===== config.mk =====
export PLATFORM = sky130hd
export DESIGN_NAME = spi_reg_master
export DESIGN_NICKNAME = d
export VERILOG_FILES = /design/src/rtl/spi_reg_master.sv
export SDC_FILE = /design/constraint.sdc
export NUM_CORES = 1
export LEC_CHECK = 0
export BUFFER_PORTS_ARGS = -buffer_cell sky130_fd_sc_hd__buf_2
export CAP_MARGIN = 20
export CORE_UTILIZATION = 49
export CTS_CLUSTER_SIZE = 24
export DETAILED_ROUTE_END_ITERATION = 16
export HOLD_SLACK_MARGIN = 0.15
export PLACE_DENSITY = 0.8
export SETUP_SLACK_MARGIN = 0.3
export SLEW_MARGIN = 20
export SYNTH_ARGS = -nofsm -noshare
export SYNTH_HDL_FRONTEND = slang
export SYNTH_SLANG_ARGS = --single-unit

===== constraint.sdc =====
create_clock -name clk -period 1.9 [get_ports clk]
set_input_delay 0.38 -clock clk [delete_from_list [all_inputs] [get_ports clk]]
set_output_delay 0.38 -clock clk [all_outputs]
set_load 0.005 [all_outputs]

===== src/rtl/spi_reg_master.sv =====
// SPI Mode-0 master issuing one 32-bit register read/write frame per request.
// Frame: RW, reserved 0, address, data; MSB first.
module spi_reg_master #(
    parameter int CLK_DIV = 4,
    parameter int ADDR_W  = 14,
    parameter int DATA_W  = 16
) (
    input  logic              clk,
    input  logic              rst,
    input  logic              req_valid,
    output logic              req_ready,
    input  logic              req_write,
    input  logic [ADDR_W-1:0] req_addr,
    input  logic [DATA_W-1:0] req_wdata,
    output logic              rsp_valid,
    output logic [DATA_W-1:0] rsp_rdata,
    output logic              busy,
    output logic              SCLK,
    output logic              MOSI,
    output logic              SS,
    input  logic              MISO
);

    localparam int FRAME_W = 2 + ADDR_W + DATA_W;
    localparam int CW      = $clog2(CLK_DIV);
    localparam int BW      = $clog2(FRAME_W);

    if (CLK_DIV < 2) begin : g_div_check
        $error("spi_reg_master: CLK_DIV must be >= 2");
    end

    typedef enum logic [2:0] {
        IDLE,
        SETUP,
        SHIFT,
        HOLD,
        GAP
    } state_t;

    state_t              state_q, state_d;
    logic [CW-1:0]       cnt_q, cnt_d;
    logic [BW-1:0]       bit_q, bit_d;
    logic                sclk_q, sclk_d;
    logic [FRAME_W-1:0]  tx_q, tx_d;
    logic [DATA_W-1:0]   rx_q, rx_d;
    logic                wr_q, wr_d;
    logic                rsp_valid_q, rsp_valid_d;
    logic [DATA_W-1:0]   rdata_q, rdata_d;

    logic accept;
    logic half_done;
    logic shifting;
    logic frame_active;

    assign req_ready    = (state_q == IDLE);
    assign busy         = !req_ready;
    assign accept       = req_valid && req_ready && rst;
    assign half_done    = (cnt_q == CW'(CLK_DIV - 1));
    assign shifting     = (state_q == SETUP) || (state_q == SHIFT);
    assign frame_active = shifting || (state_q == HOLD);

    // SS drops in the accept cycle so a back-to-back frame sees SS high for GAP only
    assign SS        = !(accept || frame_active);
    assign SCLK      = sclk_q;
    assign MOSI      = accept ? req_write : (shifting ? tx_q[FRAME_W-1] : 1'b0);
    assign rsp_valid = rsp_valid_q;
    assign rsp_rdata = rdata_q;

    always_comb begin
        state_d     = state_q;
        bit_d       = bit_q;
        sclk_d      = sclk_q;
        tx_d        = tx_q;
        rx_d        = rx_q;
        wr_d        = wr_q;
        rsp_valid_d = 1'b0;
        rdata_d     = rdata_q;
        cnt_d       = (state_q == IDLE || half_done) ? '0 : cnt_q + 1'b1;
        unique case (state_q)
            IDLE: begin
                if (accept) begin
                    tx_d    = {req_write, 1'b0, req_addr,
                               req_write ? req_wdata : '0};
                    wr_d    = req_write;
                    state_d = SETUP;
                end
            end
            SETUP: begin
                if (half_done) begin
                    state_d = SHIFT;
                    sclk_d  = 1'b1;
                    bit_d   = '0;
                    rx_d    = {rx_q[DATA_W-2:0], MISO};
                end
            end
            SHIFT: begin
                if (half_done) begin
                    if (sclk_q) begin
                        sclk_d = 1'b0;
                        tx_d   = {tx_q[FRAME_W-2:0], 1'b0};
                    end else if (bit_q == BW'(FRAME_W - 1)) begin
                        state_d = HOLD;
                    end else begin
                        bit_d  = bit_q + 1'b1;
                        sclk_d = 1'b1;
                        rx_d   = {rx_q[DATA_W-2:0], MISO};
                    end
                end
            end
            HOLD: begin
                if (half_done) state_d = GAP;
            end
            GAP: begin
                if (half_done) begin
                    state_d     = IDLE;
                    rsp_valid_d = 1'b1;
                    rdata_d     = wr_q ? '0 : rx_q;
                end
            end
            default: state_d = IDLE;
        endcase
    end

    always_ff @(posedge clk or negedge rst) begin
        if (!rst) begin
            state_q     <= IDLE;
            cnt_q       <= '0;
            bit_q       <= '0;
            sclk_q      <= 1'b0;
            tx_q        <= '0;
            rx_q        <= '0;
            wr_q        <= 1'b0;
            rsp_valid_q <= 1'b0;
            rdata_q     <= '0;
        end else begin
            state_q     <= state_d;
            cnt_q       <= cnt_d;
            bit_q       <= bit_d;
            sclk_q      <= sclk_d;
            tx_q        <= tx_d;
            rx_q        <= rx_d;
            wr_q        <= wr_d;
            rsp_valid_q <= rsp_valid_d;
            rdata_q     <= rdata_d;
        end
    end

endmodule


==> metrics.md <==
| Metric | Value |
|---|---|
| Status | `finished, final reports clean` |
| RSZ-0062 raised after global routing | `yes` |
| Sink Count | `77` |
| Row count | `31` |
| Worst path slowest cell | `dfrtp_1` |
| H-tree levels | `3` |
| Max clock buf depth | `2` |
| Antenna Nets Post-Route | `0` |
| Top-area cell type share of the netlist area | `51.54%` |
| Die X-Extent | `89.35 um` |
| DRT iter0 DRCs | `90` |
| Total Wirelength | `7803 um` |
| Starting Density | `51.00%` |
| GRT Resource Usage Total | `20.40%` |
| Post-synthesis mux area share | `25.77%` |
| Post-DP HPWL | `4485 um` |
| CP Cell Sequence | `ha_2, and3_4, ha_4, nor4b_4, o21ai_2, buf_12, mux2_2` |
| Post-Synth Adder-Cell Area | `1.004%` |
| CTS tree | `built` |
| CP startpoint kind | `flop` |
| First-pass GRT wire length | `12160 um` |
| Port bufs | `56` |
| Crit. End Element | `flop` |
| CTS Buf Count | `9` |
| Int Power | `4229 uW` |
| Simple-Gate Fraction of Synth Area | `10.98%` |
| Largest family of logic cells by synthesized area | `multiplexers` |
| Lkg Pwr | `0.002372 uW` |
| Worst hold slack | `0.2617 ns` |
| Mapped Nets | `341` |
| Worst-Skew Late Latency | `0.36 ns` |
| Rel. slew slack | `36.42%` |
| Cell Count, Final, Fillers Out | `498` |
| Final min period | `1.890 ns` |
| Core box area | `7331 um^2` |
| Comb pwr share | `41.7%` |
| Hold Crit Class | `in -> reg` |
| Setup CP Type | `reg -> reg` |
| Fill count | `523` |
| Max Slew Vio Count | `0` |
| Cell taking the most area after synthesis | `dfrtp_1` |
| Fin util | `65.92%` |
| Via/cell ratio | `5.143` |
| Peak supply drop | `0.7509 mV` |
| Most frequent cells in the layout | `dfrtp_1, buf_2, nand2_1, mux2_2` |
| Cell count after placement | `456` |
| YS warnings | `0` |
| Post-DR wirelength/cell | `15.67 um` |
| Num ports | `57` |
| Sw Share | `32.81%` |
| Antenna fix cells | `0` |
| Post-synthesis xor/xnor area fraction | `0.2343%` |
| Mapped Cells | `303` |
| Detailed-router iteration count before antenna repair | `5` |
| Delay-heaviest family, CP | `simple AND/OR/NAND/NOR gates` |
| Clk network pwr share | `19.3%` |
| Final setup fails | `0` |
| Initial antenna violation count | `0` |
| Psw | `2066 uW` |
| Crit-path max FO | `17` |
| CP bufs+invs | `1` |
| Drt drc | `0` |
| Die H | `89.35 um` |
| Tcrit/Tclk final | `99.47%` |
| Synth cell types | `39` |
| Total die area | `7983 um^2` |
| P&R area growth vs syn | `29.25%` |
| Largest net degree at the start of global routing | `78` |
| Fraction of the yosys area taken by sequential cells | `51.54%` |
| Compound-Gate Fraction of Synth Area | `5.489%` |
| Final nets | `432` |
| Final RePlAce weighted congestion | `0.7919` |
| Final hold vios | `0` |
| Number of global-route vias before repair | `2546` |
| Slew of the pin with the lowest slew margin | `0.9537 ns` |
| PwrDens | `1303 nW/um^2` |
| Clk_skew | `0.01523 ns` |
| Via Count | `2561` |
| Max-cap violations | `0` |
| CTS clk-pin slew, worst paths | `0.09 ns` |
| #FFs+latches synth | `77` |
| CTS root buffer | `clkbuf_8` |
| Layout cells sized above 1 | `48.37%` |
| Worst Path Arrival | `2.13 ns` |
| Most common library cell in the layout ignoring fill and taps | `dfrtp_1` |
| Fmax | `529.1 MHz` |
| CTS Hold Bufs | `0` |
| Seq pwr share | `39.0%` |
| Largest stage delay on the critical path | `0.39 ns` |
| Worst path required time | `2.14 ns` |
| Syn Area/Cell | `12.34 um^2` |
| Synthesized area | `3739 um^2` |
| GRT overflow | `0` |
| Top cells by area, synth | `dfrtp_1, mux2_2, mux2_4, mux2i_1, nand2_1` |
==> Yosys cell counts, drive strengths merged <==
master	count
and2	7
o21a	1
mux2i	25
ha	3
nand4b	2
xnor2	1
nor4b	1
inv	14
a21oi	2
nor3	2
nor3b	2
nor2b	3
or3b	1
a21o	1
buf	12
clkbuf	8
o221ai	2
o32ai	1
nor2	3
a32o	1
o22ai	1
o2bb2ai	1
and3	3
nand2	32
dfrtp	77
nand4bb	1
a21bo	2
mux2	56
nand4	1
o21ai	19
nand3b	1
nand2b	16
or3	1
==> kinds of logic after synthesis <==
| family | after synthesis |
|---|---|
| AND/OR/NAND/NOR | 76 |
| adder cells (fa/ha/maj) | 3 |
| XOR/XNOR | 1 |
| AO/OA/AOI/OAI | 31 |
| multiplexers | 81 |
| buffers and inverters | 34 |
| flip-flops | 77 |
==> registers in the layout, summed over array words and instances, names as in the netlist <==
| register | cells |
|---|---|
| SCLK | 1 |
| cnt_q | 2 |
| wr_q | 1 |
| bit_q | 5 |
| tx_q | 32 |
| state_q | 3 |
| rx_q | 16 |
| rsp_rdata | 16 |
| rsp_valid | 1 |
==> worst paths after layout <==
check	end	slack [ns]	cells past startpoint	startpoint
worst max register to register	rx_q[10]	0.01	7	bit_q[1]
max in group asynchronous	state_q[1]	0.96	2	rst
min in group asynchronous	tx_q[2]	0.28	2	rst
worst min register to register	cnt_q[0]	0.46	1	cnt_q[0]
worst max-delay path	rx_q[10]	0.01	7	bit_q[1]
worst min-delay path	rx_q[0]	0.26	2	MISO
==> routing by layer <==
layer  up-vias  global-route usage (%)  share of wire, %
met3        18                   4.432               3.8
met5         -                       0                 0
met1      1258                   26.38                43
met2        63                   33.73                50
met4         0                   7.792               2.6
li1       1222                       -                 -
==> metrics by stage <==
| stage | cell area, um^2 | total power [uW] | setup TNS (ns) | worst slack, ns |
|---|---|---|---|---|
| after floorplan | 3792 | 3945 | 0 | 0.02446 |
| after global placement | 4222 | 4400 | 0 | 0.03751 |
| after detailed placement | 4222 | 4490 | -0.2729 | -0.02210 |
| after CTS | 4647 | 6007 | 0 | 0.02217 |
| after global routing | 4832 | 6613 | -0.4567 | -0.04883 |
| final | 4832 | 6295 | 0 | 0.01015 |
==> layout make-up <==
type	instances	area, um^2	area share (%)
multi-input cells	192	1717	35.53
well taps	99	123.9	2.563
flip-flops and latches	77	1928	39.90
clock buffers	9	123.9	2.563
inverters	14	55.05	1.139
clock inverters	7	65.06	1.346
repair buffers	100	819.5	16.96
==> power groups by stage <==
stage	sequential, uW	clock, uW	combinational, uW
after floorplan	2320	0	1620
final	2460	1210	2630
after detailed placement	2450	0	2040
after global placement	2430	0	1970
after global routing	2510	1300	2810
after CTS	2430	1220	2350
==> what timing repair did <==
action                                 4_1_cts  5_1_grt
resized for setup                           18       22
pin swaps                                   10        8
buffers inserted                            15        7
setup endpoints to repair                   59       59
cloned                                       2        2
endpoints found under the hold margin        0        0
(Power assumes the default switching activity.)
